<file path="src/rtl/reg_dly_pkg.sv">
// Shared constants and helpers for the valid-tracking stallable delay pipe.
package reg_dly_pkg;

  localparam int unsigned MAX_DLY_LIMIT = 64;

  // Elaboration-time ceil(log2(v)); returns 0 for v <= 1.
  function automatic int unsigned clog2(input int unsigned v);
    int unsigned r;
    r = 0;
    while ((64'd1 << r) < 64'(v)) r = r + 1;
    return r;
  endfunction

endpackage

</file>
<file path="src/rtl/reg_dly_pipe_if.sv">
// Bus bundle for reg_dly_pipe: advance/flush controls, input item, tap select
// and the tapped item plus occupancy status.
interface reg_dly_pipe_if
  import reg_dly_pkg::*;
#(
  parameter int unsigned WIDTH   = 1,
  parameter int unsigned MAX_DLY = 4
) ();

  localparam int unsigned SEL_W = clog2(MAX_DLY + 1);

  logic             en;
  logic             flush;
  logic             d_vld;
  logic [WIDTH-1:0] d;
  logic [SEL_W-1:0] dly_sel;
  logic             q_vld;
  logic [WIDTH-1:0] q;
  logic [SEL_W-1:0] occ;
  logic             busy;

  modport master (
    output en, flush, d_vld, d, dly_sel,
    input  q_vld, q, occ, busy
  );

  modport slave (
    input  en, flush, d_vld, d, dly_sel,
    output q_vld, q, occ, busy
  );

endinterface

</file>
<file path="src/rtl/reg_dly_stage.sv">
// One {vld, data} pipeline stage. Data clear on rst/flush only exists when
// REG_DLY_DATA_RST_EN is defined; otherwise data is an unreset register.
module reg_dly_stage #(
  parameter int unsigned WIDTH = 1
) (
  input  logic             clk,
  input  logic             rst,
  input  logic             en,
  input  logic             flush,
  input  logic             prev_vld,
  input  logic [WIDTH-1:0] prev_data,
  output logic             vld,
  output logic [WIDTH-1:0] data
);

  always_ff @(posedge clk) begin
    if (rst || flush) begin
      vld <= 1'b0;
    end else if (en) begin
      vld <= prev_vld;
    end
  end

`ifdef REG_DLY_DATA_RST_EN
  always_ff @(posedge clk) begin
    if (rst || flush) begin
      data <= '0;
    end else if (en) begin
      data <= prev_data;
    end
  end
`else
  // Flushed input must not land in the data register either.
  always_ff @(posedge clk) begin
    if (en && !flush) begin
      data <= prev_data;
    end
  end
`endif

endmodule

</file>
<file path="src/rtl/reg_dly_pipe.sv">
// Stallable, flushable delay chain with per-stage valid, run-time output tap
// and occupancy counter. Optional macro: REG_DLY_DATA_RST_EN (clear stage data).
module reg_dly_pipe
  import reg_dly_pkg::*;
#(
  parameter int unsigned WIDTH   = 1,
  parameter int unsigned MAX_DLY = 4
) (
  input logic           clk,
  input logic           rst,
  reg_dly_pipe_if.slave bus
);

  localparam int unsigned      SEL_W   = clog2(MAX_DLY + 1);
  localparam logic [SEL_W-1:0] MAX_SEL = SEL_W'(MAX_DLY);

  if (MAX_DLY < 1 || MAX_DLY > MAX_DLY_LIMIT) begin : g_bad_max_dly
    $error("reg_dly_pipe: MAX_DLY=%0d outside 1..%0d", MAX_DLY, MAX_DLY_LIMIT);
  end

  // Index 0 is the live input so the tap mux covers bypass uniformly.
  logic [MAX_DLY:0]            stage_vld;
  logic [MAX_DLY:0][WIDTH-1:0] stage_data;

  assign stage_vld[0]  = bus.d_vld;
  assign stage_data[0] = bus.d;

  for (genvar i = 1; i <= MAX_DLY; i++) begin : g_stage
    reg_dly_stage #(
      .WIDTH(WIDTH)
    ) u_stage (
      .clk      (clk),
      .rst      (rst),
      .en       (bus.en),
      .flush    (bus.flush),
      .prev_vld (stage_vld[i-1]),
      .prev_data(stage_data[i-1]),
      .vld      (stage_vld[i]),
      .data     (stage_data[i])
    );
  end

  // Tap select clamps to the last physical stage.
  logic [SEL_W-1:0] tap;

  always_comb begin
    tap = bus.dly_sel;
    if (bus.dly_sel > MAX_SEL) begin
      tap = MAX_SEL;
    end
  end

  assign bus.q_vld = stage_vld[tap];
  assign bus.q     = stage_data[tap];

  // Occupancy: +1 for a valid entering, -1 for a valid falling off the end.
  logic [SEL_W-1:0] occ_r;
  logic [SEL_W-1:0] occ_nxt;
  logic             busy_r;

  always_comb begin
    occ_nxt = occ_r;
    if (bus.en) begin
      occ_nxt = occ_r + SEL_W'(bus.d_vld) - SEL_W'(stage_vld[MAX_DLY]);
    end
  end

  always_ff @(posedge clk) begin
    if (rst || bus.flush) begin
      occ_r  <= '0;
      busy_r <= 1'b0;
    end else begin
      occ_r  <= occ_nxt;
      busy_r <= (occ_nxt != '0);
    end
  end

  assign bus.occ  = occ_r;
  assign bus.busy = busy_r;

endmodule

</file>
<file path="src/flat_wrapper.sv">
// flat-port wrapper written by rule: the top's interface ports become plain ports
module reg_dly_pipe_flat import reg_dly_pkg::*;
#(
  parameter int unsigned WIDTH   = 1,
  parameter int unsigned MAX_DLY = 4
)
  (clk, rst, bus_en, bus_flush, bus_d_vld, bus_d, bus_dly_sel, bus_q_vld, bus_q, bus_occ, bus_busy);
  reg_dly_pipe_if #(.WIDTH(WIDTH), .MAX_DLY(MAX_DLY)) bus_i ();
  input logic clk;
  input logic rst;
  input wire logic [$bits(bus_i.en)-1:0] bus_en;
  input wire logic [$bits(bus_i.flush)-1:0] bus_flush;
  input wire logic [$bits(bus_i.d_vld)-1:0] bus_d_vld;
  input wire logic [$bits(bus_i.d)-1:0] bus_d;
  input wire logic [$bits(bus_i.dly_sel)-1:0] bus_dly_sel;
  output wire logic [$bits(bus_i.q_vld)-1:0] bus_q_vld;
  output wire logic [$bits(bus_i.q)-1:0] bus_q;
  output wire logic [$bits(bus_i.occ)-1:0] bus_occ;
  output wire logic [$bits(bus_i.busy)-1:0] bus_busy;
  assign bus_i.en = bus_en;
  assign bus_i.flush = bus_flush;
  assign bus_i.d_vld = bus_d_vld;
  assign bus_i.d = bus_d;
  assign bus_i.dly_sel = bus_dly_sel;
  assign bus_q_vld = bus_i.q_vld;
  assign bus_q = bus_i.q;
  assign bus_occ = bus_i.occ;
  assign bus_busy = bus_i.busy;
  reg_dly_pipe #(.WIDTH(WIDTH), .MAX_DLY(MAX_DLY)) u_core (.clk(clk), .rst(rst), .bus(bus_i));
endmodule
</file>
<file path="config.mk">
export PLATFORM = sky130hd
export DESIGN_NAME = reg_dly_pipe_flat
export DESIGN_NICKNAME = d
export VERILOG_FILES = /design/src/rtl/reg_dly_pkg.sv /design/src/rtl/reg_dly_pipe_if.sv /design/src/rtl/reg_dly_stage.sv /design/src/rtl/reg_dly_pipe.sv /design/src/flat_wrapper.sv
export SDC_FILE = /design/constraint.sdc
export NUM_CORES = 1
export LEC_CHECK = 0
export ABC_AREA = 1
export CAP_MARGIN = 40
export CORE_MARGIN = 3
export CORE_UTILIZATION = 49
export CTS_BUF_LIST = sky130_fd_sc_hd__clkbuf_2 sky130_fd_sc_hd__clkbuf_4 sky130_fd_sc_hd__clkbuf_8
export DETAILED_ROUTE_END_ITERATION = 8
export PLACE_DENSITY = 0.78
export SLEW_MARGIN = 20
export SYNTH_ARGS = -nofsm -noshare
export SYNTH_HDL_FRONTEND = slang
export SYNTH_HIERARCHICAL = 1
export SYNTH_SLANG_ARGS = --single-unit
</file>
<file path="constraint.sdc">
create_clock -name clk -period 2.18 [get_ports clk]
set_input_delay 0.218 -clock clk [delete_from_list [all_inputs] [get_ports clk]]
set_output_delay 0.218 -clock clk [all_outputs]
set_load 0.01 [all_outputs]
</file>
==> reports/results.txt, run 1 <==
The run finished with clean final reports. For the combinational power share, the log shows 0.188. The sequential share of the synthesized area is 0.416, and the share of the synthesized area in the top cell type is 0.237. The number of synthesized flops with an enable pin was 4. The die span in y works out to 43.1 µm. Summed over all instances, the cell type with the most area after synthesis is dfxtp_1. For the total of endpoints with negative setup slack in the final report, the log shows 0.

The worst register-to-register path begins at u_core/bus.occ[0]. The synthesized netlist occupies a cell area of 674 µm². The proportion of synthesized flip-flops having asynchronous set or reset was 0; the HPWL reported at the end of detailed placement was 999 µm. After synthesis, the largest family of logic cells by area is simple AND/OR/NAND/NOR gates. The switching part of the total came out at 0.240.

Dominant delay contributor by cell family on the critical path: adder cells. The slowest stage of the critical path is the fa_1 cell. Clock skew on the completed layout was measured at 0.00505 ns. The fraction of final layout cells with drive strength greater than 1 was 0.0940; the total of buffers placed on input and output ports was 14. The tightest min-delay check is of the register to register type. Counting the buffers created by CTS gives 3. Count of clock tree sinks: 12. The overall die width came out at 43.1 µm. Maximum clock path buffer count: 2. Data on the critical path arrives at its endpoint at 2.08 ns. The number of nets in the synthesized netlist is 110. The clock transition time at the flip-flop clock pins of the worst setup and hold paths is 0.07 ns. The total internal power was 0.366 mW; the accumulated negative setup slack was 0 ns. The leakage power of the design is 0.443 nW, and the number of antenna violations at the first check in global routing is 0. The worst setup path is launched from a register. The leading register cell type out of synthesis is dfxtp_1.

The buffering stage count on the worst path with inverters included was 3. The pin count of the biggest net entering global routing is 18. Shortest clock period the worst path allows after layout: 1.88 ns.

15 I/O pins were placed. By area the synthesized netlist is led by dfxtp_1 24%, edfxtp_1 18%, inv_1 13%. For the number of nets in the finished design, the log shows 130. For the remaining number of nets flagged by the antenna check after routing, the log shows 0. The tools report the cell at the root of the clock tree as clkbuf_4. Synthesis produced a netlist whose cell count is 98.

The top fanout value on the critical path was 2; the detailed router's first-iteration violation count was 11. Critical path's largest stage delay: 0.38 ns. The tools report the start point of the critical path as u_core/bus.occ[0]. Sorting the synthesized cells by how often they occur yields 24 x inv_1, 23 x nor2_1, 17 x nand2_1, 8 x dfxtp_1. The tools report the max-slew violation total from the final report as 0. The compound-cell area share of the yosys netlist works out to 0.0649. TritonCTS built the clock tree. Number of iterations in the first detailed-routing pass: 4. The required arrival time at the worst endpoint is 2.38 ns, and the fraction of the cycle the final worst path needs is 0.860.

The mux cell area share after synthesis came out at 0. The critical path in this run is classified as register to register. Max-cap violations in this run came to 0. The part of the total power dissipated in sequential elements was 0.507; the number of H-tree branching levels was 1. The via count of the first global-routing pass came out at 536. 0 antenna diodes ended up in the layout. Summing all non-filler instances in the final layout gives an area of 875 µm². In the routed layout, each cell is associated on average with a via count of 4.66. The simple-gate portion of the synthesized area is 0.306. In the post-synthesis netlist, the cell with the most instances is inv_1. Placer's final routability congestion estimate: 0.769. The final-report hold violation count was 0; the number of warnings issued by yosys was 6.

Share of synthesized cell area in full adder, half adder and majority cells: 0.0668. The tools report the number of post-CTS setup repair buffers as 0. Dividing the synthesized area by the synthesized cell count gives 6.88 µm². Static timing analysis puts the maximum clock frequency at 0.533 GHz. Across the VDD grid, the largest voltage drop is 0.412 mV. The run gives 0 as the remaining global-route overflow. The first global-routing pass estimated 2.20 mm of wire. The cell area after placement was 840 µm². The startpoint identified for the worst hold timing path is u_core/g_stage[3].u_stage/data.

For the area of the die, the log shows 1860 µm². The total power divided by cell area was 550 nW/µm². For the number of buffers added to fix hold violations after cts, the log shows 0. For the starting density of the core, the log shows 0.561.

The tools report the distinct cell type count after synthesis as 14. The slew at the pin with the worst max-slew slack is 0.536 ns. The DRC violations left was 0; the area overhead of the layout relative to synthesis was 29.7%. For the switching power, the log shows 0.116 mW.

Setup repair after global routing left no endpoint under its margin. The routed wire length per instance was 9.46 µm. The routed design has 1.24 mm of wire.

The core region is 1200 µm². The tools report the detailed-route via count as 610. For the combined global-route utilization of all metal layers, the log shows 0.153. STA classifies the critical path endpoint as a register. The flip-flop and latch count after synthesis was 12; the row count was 12. The signal on the critical path passes through inv_1, ha_1, inv_1, ha_1, fa_1, inv_1, nand2_1, nand3_1, xor2_1, nand2_1, nand2_1. For the worst slew slack as a fraction of its limit, the log shows 0.642.

The clock network power share was 0.305. The area share of xor/xnor cells in the synthesized design works out to 0.0130. Source-to-sink clock delay at the later pin of the worst-skew pair: 0.26 ns.
==> worst paths after layout <==
kind	end	slack [ns]	cells past startpoint
worst min-delay path	u_core/g_stage[4].u_stage/data	0.45	0
worst min register to register	u_core/g_stage[4].u_stage/data	0.45	0
worst max register to register	u_core/bus.busy	0.30	11
worst max-delay path	u_core/bus.busy	0.30	11
==> kinds of logic (layout without fill, tap and decap cells) <==
group | after synthesis | count (layout)
simple gates | 50 | 50
flops | 12 | 12
fa+ha+maj | 3 | 3
compound gates | 8 | 8
xor+xnor | 1 | 1
buf+inv | 24 | 43
==> cells in the final DEF, fill, tap and decap left out <==
master and instances:
ha_1 2, nor2_1 23, nand3_1 5, dfxtp_1 8, nand2_2 1, dlymetal6s2s_1 2, clkdlybuf4s50_1 12, o21ai_2 1
nor2_2 4, fa_1 1, a21oi_1 5, xor2_1 1, o21ai_0 2, clkbuf_4 4, nand2_1 17, buf_4 1
edfxtp_1 4, inv_1 24
==> worst register-to-register path: cells and delay by family, from the launching register on <==
| kind | cells | cell delay, ns |
|---|---|---|
| flops | 1 | 0.33 |
| buf+inv | 3 | 0.17 |
| simple gates | 4 | 0.31 |
| fa+ha+maj | 3 | 0.83 |
| xor+xnor | 1 | 0.18 |
==> per-layer routing <==
layer,track usage,vias to the layer above,wire length [µm]
met5,0,-,0
met4,0.0843,0,6
met3,0.0254,2,59
met2,0.212,14,575
met1,0.220,263,597
li1,-,331,-
==> registers in the layout, indices dropped and copies added, names as in the netlist <==
register / count
u_core/bus.busy: 1
u_core/g_stage.u_stage/vld: 4
u_core/g_stage.u_stage/data: 4
u_core/bus.occ: 3
==> metrics by stage <==
stage,hold slack [ns],std cells,total power [mW],setup WS (ns),util
CTS,0.456,131,0.487,0.140,0.724
global placement,0.432,127,0.338,0.173,0.699
floorplan,0.317,98,0.294,0.423,-
detailed placement,0.439,127,0.341,0.134,0.699
finish,0.454,131,0.481,0.305,0.728
global route,0.470,131,0.517,0.0931,0.728
==> power by group through the flow <==
stage               clock, mW  combinational, mW  sequential, mW
CTS                     0.151             0.0921           0.244
finish                  0.147             0.0903           0.244
detailed placement          0             0.0913           0.249
floorplan                   0             0.0448           0.250
global placement            0             0.0886           0.249
global route            0.169              0.103           0.245
==> area by class of cell <==
type | count | area [µm²]
clock buffers | 4 | 30.0
fillers | 97 | 327
inverters | 24 | 90.1
multi-input cells | 62 | 304
flip-flops and latches | 12 | 280
well taps | 14 | 17.5
repair buffers | 15 | 153
==> timing repair <==
item,4_1_cts,5_1_grt
endpoints found under the setup margin,0,2
resized for setup,0,2
endpoints found under the hold margin,0,0
Power figures use the tool's default switching activity.
==> inputs of run 2 (changes only) <==
--- a/config.mk
+++ b/config.mk
@@ -7,11 +7,14 @@
 export LEC_CHECK = 0
 export ABC_AREA = 1
 export CAP_MARGIN = 40
+export CELL_PAD_IN_SITES_DETAIL_PLACEMENT = 2
+export CELL_PAD_IN_SITES_GLOBAL_PLACEMENT = 2
+export CORE_ASPECT_RATIO = 1.1
 export CORE_MARGIN = 3
-export CORE_UTILIZATION = 49
+export CORE_UTILIZATION = 27
 export CTS_BUF_LIST = sky130_fd_sc_hd__clkbuf_2 sky130_fd_sc_hd__clkbuf_4 sky130_fd_sc_hd__clkbuf_8
 export DETAILED_ROUTE_END_ITERATION = 8
-export PLACE_DENSITY = 0.78
+export PLACE_DENSITY_LB_ADDON = 0.1
 export SLEW_MARGIN = 20
 export SYNTH_ARGS = -nofsm -noshare
 export SYNTH_HDL_FRONTEND = slang
==> reports/results.txt, run 2 (synthesis results as in run 1) <==
The area of the die was 3130 µm². The fraction of final layout cells with drive strength greater than 1 works out to 0.0940. The tools report the detailed router's first-iteration violation count as 2.

The run gives 0.484 GHz as the upper clock frequency limit. Part of the total power dissipated in sequential elements: 0.496. The placer's final routability congestion estimate came out at 0.662.

Starting density of the core: 0.291. The met1 routed wirelength after detailed routing was 712 µm; the total internal power was 0.367 mW. The clock network power share was 0.314; the HPWL reported at the end of detailed placement was 1.42 mm. The number of vias per cell after detailed routing was 4.33. The count of clock tree sinks came out at 12. Signal routing reaches up to met4.

For the worst slew slack as a fraction of its limit, the log shows 0.608. Leaving out fill and tap cells, the most frequent cells in the layout are 24 x inv_1, 23 x nor2_1, 17 x nand2_1. The kind of end point of the critical path is a primary output. Number of antenna violations at the first check in global routing: 0. The critical path in this run is classified as input pin to primary output. Across all setup checks in the final design, the least slack found is 0.113 ns. The source-to-sink clock delay at the later pin of the worst-skew pair was 0.27 ns; the number of iterations in the first detailed-routing pass was 2.

For the final routed database, the setup TNS stands at 0 ns. After detailed placement, the design holds a cell count of 143. In the detailed route, the total length drawn on met3 is 67 µm. The area of the core was 2320 µm²; the DRC violations left was 0.

The switching part of the total came out at 0.256. After layout, the minimum clock period comes to 2.07 ns. The tools report the number of H-tree branching levels as 1. Data arrives at the worst endpoint at 1.85 ns.

Leakage power of the design: 0.435 nW. The tools report the via count of the first global-routing pass as 738. After detailed routing, the average wire length per cell comes to 11.6 µm.

The cell area after placement was 860 µm². The run finished with clean final reports. In the final design database the tool counted 130 nets.

The tools report the pin count of the biggest net entering global routing as 18. 0 antenna diodes ended up in the layout. The top fanout value on the critical path came out at 4.

The min-delay analysis places its worst path in the category register to register. The combinational power share is 0.190, and the detailed-route via count is 636. The core utilization of the finished layout is 0.385. The area overhead of the layout relative to synthesis was 32.3%; the maximum clock path buffer count was 2. The tools report the kind of launch point of the worst setup path as an input pin. The tool flagged a number of max-cap violations equal to 0.

The logs give 0.0850 ns for the worst setup slack before clock tree synthesis and 0.323 mV for the largest vdd supply drop. The row count is 18, and the slew at the pin with the worst max-slew slack is 0.585 ns. Setup violations remaining at the end of the flow were counted as 0.

The tools report the detailed-routed wire length on met2 as 915 µm. In this run the tool buffered the top-level ports with 14 buffer cells. Die span in y: 58.4 µm. At the worst endpoint, the required time is 1.96 ns.

Fraction of the cycle the final worst path needs: 0.948. The floorplan step set the die width to 53.7 µm. After global routing the overflow that remains totals 0. Once layout is done, the placed cells without fillers occupy 892 µm². For this design the ratio of total power to cell area is 553 nW/µm².

15 I/O pins were placed. On the final layout, the worst hold slack is 0.462 ns. The max-slew violation total from the final report is 0, and the power consumption is 0.493 mW.

The cell at the root of the clock tree was clkbuf_4. Clock skew on the completed layout was measured at 0.000680 ns. The tools report the combined global-route utilization of all metal layers as 0.128.

The most common cell after layout, fill and taps aside is inv_1. The run gives 0.126 mW as the switching power. TritonCTS built the clock tree. After clock tree synthesis, the clock-pin slew on the worst setup and hold paths is 0.07 ns. Setup repair after global routing left no endpoint under its margin.

Summed over all layers, the routed wires come to 1.70 mm. The finished layout holds 147 standard cells, fillers aside. Buffers inserted during clock tree synthesis total 3. The detail route stage leaves a number of antenna-violating nets equal to 0.

The final-report hold violation count is 0. For the wire length of the first global-routing pass, the log shows 2.99 mm.
==> run 2: final cells by class <==
| class | count | area [µm²] |
|---|---|---|
| well taps | 30 | 37.5 |
| clock buffers | 4 | 30.0 |
| flip-flops and latches | 12 | 280 |
| repair buffers | 15 | 150 |
| inverters | 24 | 90.1 |
| multi-input cells | 62 | 304 |
| fillers | 294 | 1430 |
==> run 2: routing by layer <==
layer / vias to the layer above / track usage
met4: 0 / 0.0328
met3: 2 / 0.0329
met2: 12 / 0.250
met1: 296 / 0.130
li1: 326 / -
met5: - / 0
==> run 2: final timing paths <==
check	slack, ns	cells past startpoint	from	endpoint
worst max-delay path	0.11	7	bus_dly_sel[0]	bus_q
worst min-delay path	0.46	0	u_core/g_stage[1].u_stage/data	u_core/g_stage[2].u_stage/data
worst min register to register	0.46	0	u_core/g_stage[1].u_stage/data	u_core/g_stage[2].u_stage/data
worst max register to register	0.33	11	u_core/bus.occ[0]	u_core/bus.busy
==> run 2: repair_timing <==
item,4_1_cts,5_1_grt
gates resized for setup,0,1
endpoints found under the setup margin,0,1
buffers inserted,0,0
hold buffers,0,0
==> run 2: worst max-delay path, stage by stage <==
cell and delay, ns:
clkdlybuf4s50_1 0.44, o21ai_2 0.22, nand2_2 0.10, nor2_1 0.12, nor2_1 0.06, a21oi_1 0.14, clkdlybuf4s50_1 0.54
==> run 2: power by group through the flow <==
stage / registers (mW) / clock network, mW / logic, mW
after floorplan: 0.250 / 0 / 0.0448
after global placement: 0.250 / 0 / 0.0921
after detailed placement: 0.250 / 0 / 0.0962
after CTS: 0.245 / 0.166 / 0.0968
after global routing: 0.246 / 0.175 / 0.108
final: 0.244 / 0.155 / 0.0938
==> inputs of run 3 (changes only) <==
--- a/config.mk
+++ b/config.mk
@@ -15,7 +15,6 @@
 export CTS_BUF_LIST = sky130_fd_sc_hd__clkbuf_2 sky130_fd_sc_hd__clkbuf_4 sky130_fd_sc_hd__clkbuf_8
 export DETAILED_ROUTE_END_ITERATION = 8
 export PLACE_DENSITY_LB_ADDON = 0.1
-export SLEW_MARGIN = 20
 export SYNTH_ARGS = -nofsm -noshare
 export SYNTH_HDL_FRONTEND = slang
 export SYNTH_HIERARCHICAL = 1
==> results of run 3 <==
The final DEF is identical to that of run 2; final timing and power are the same.
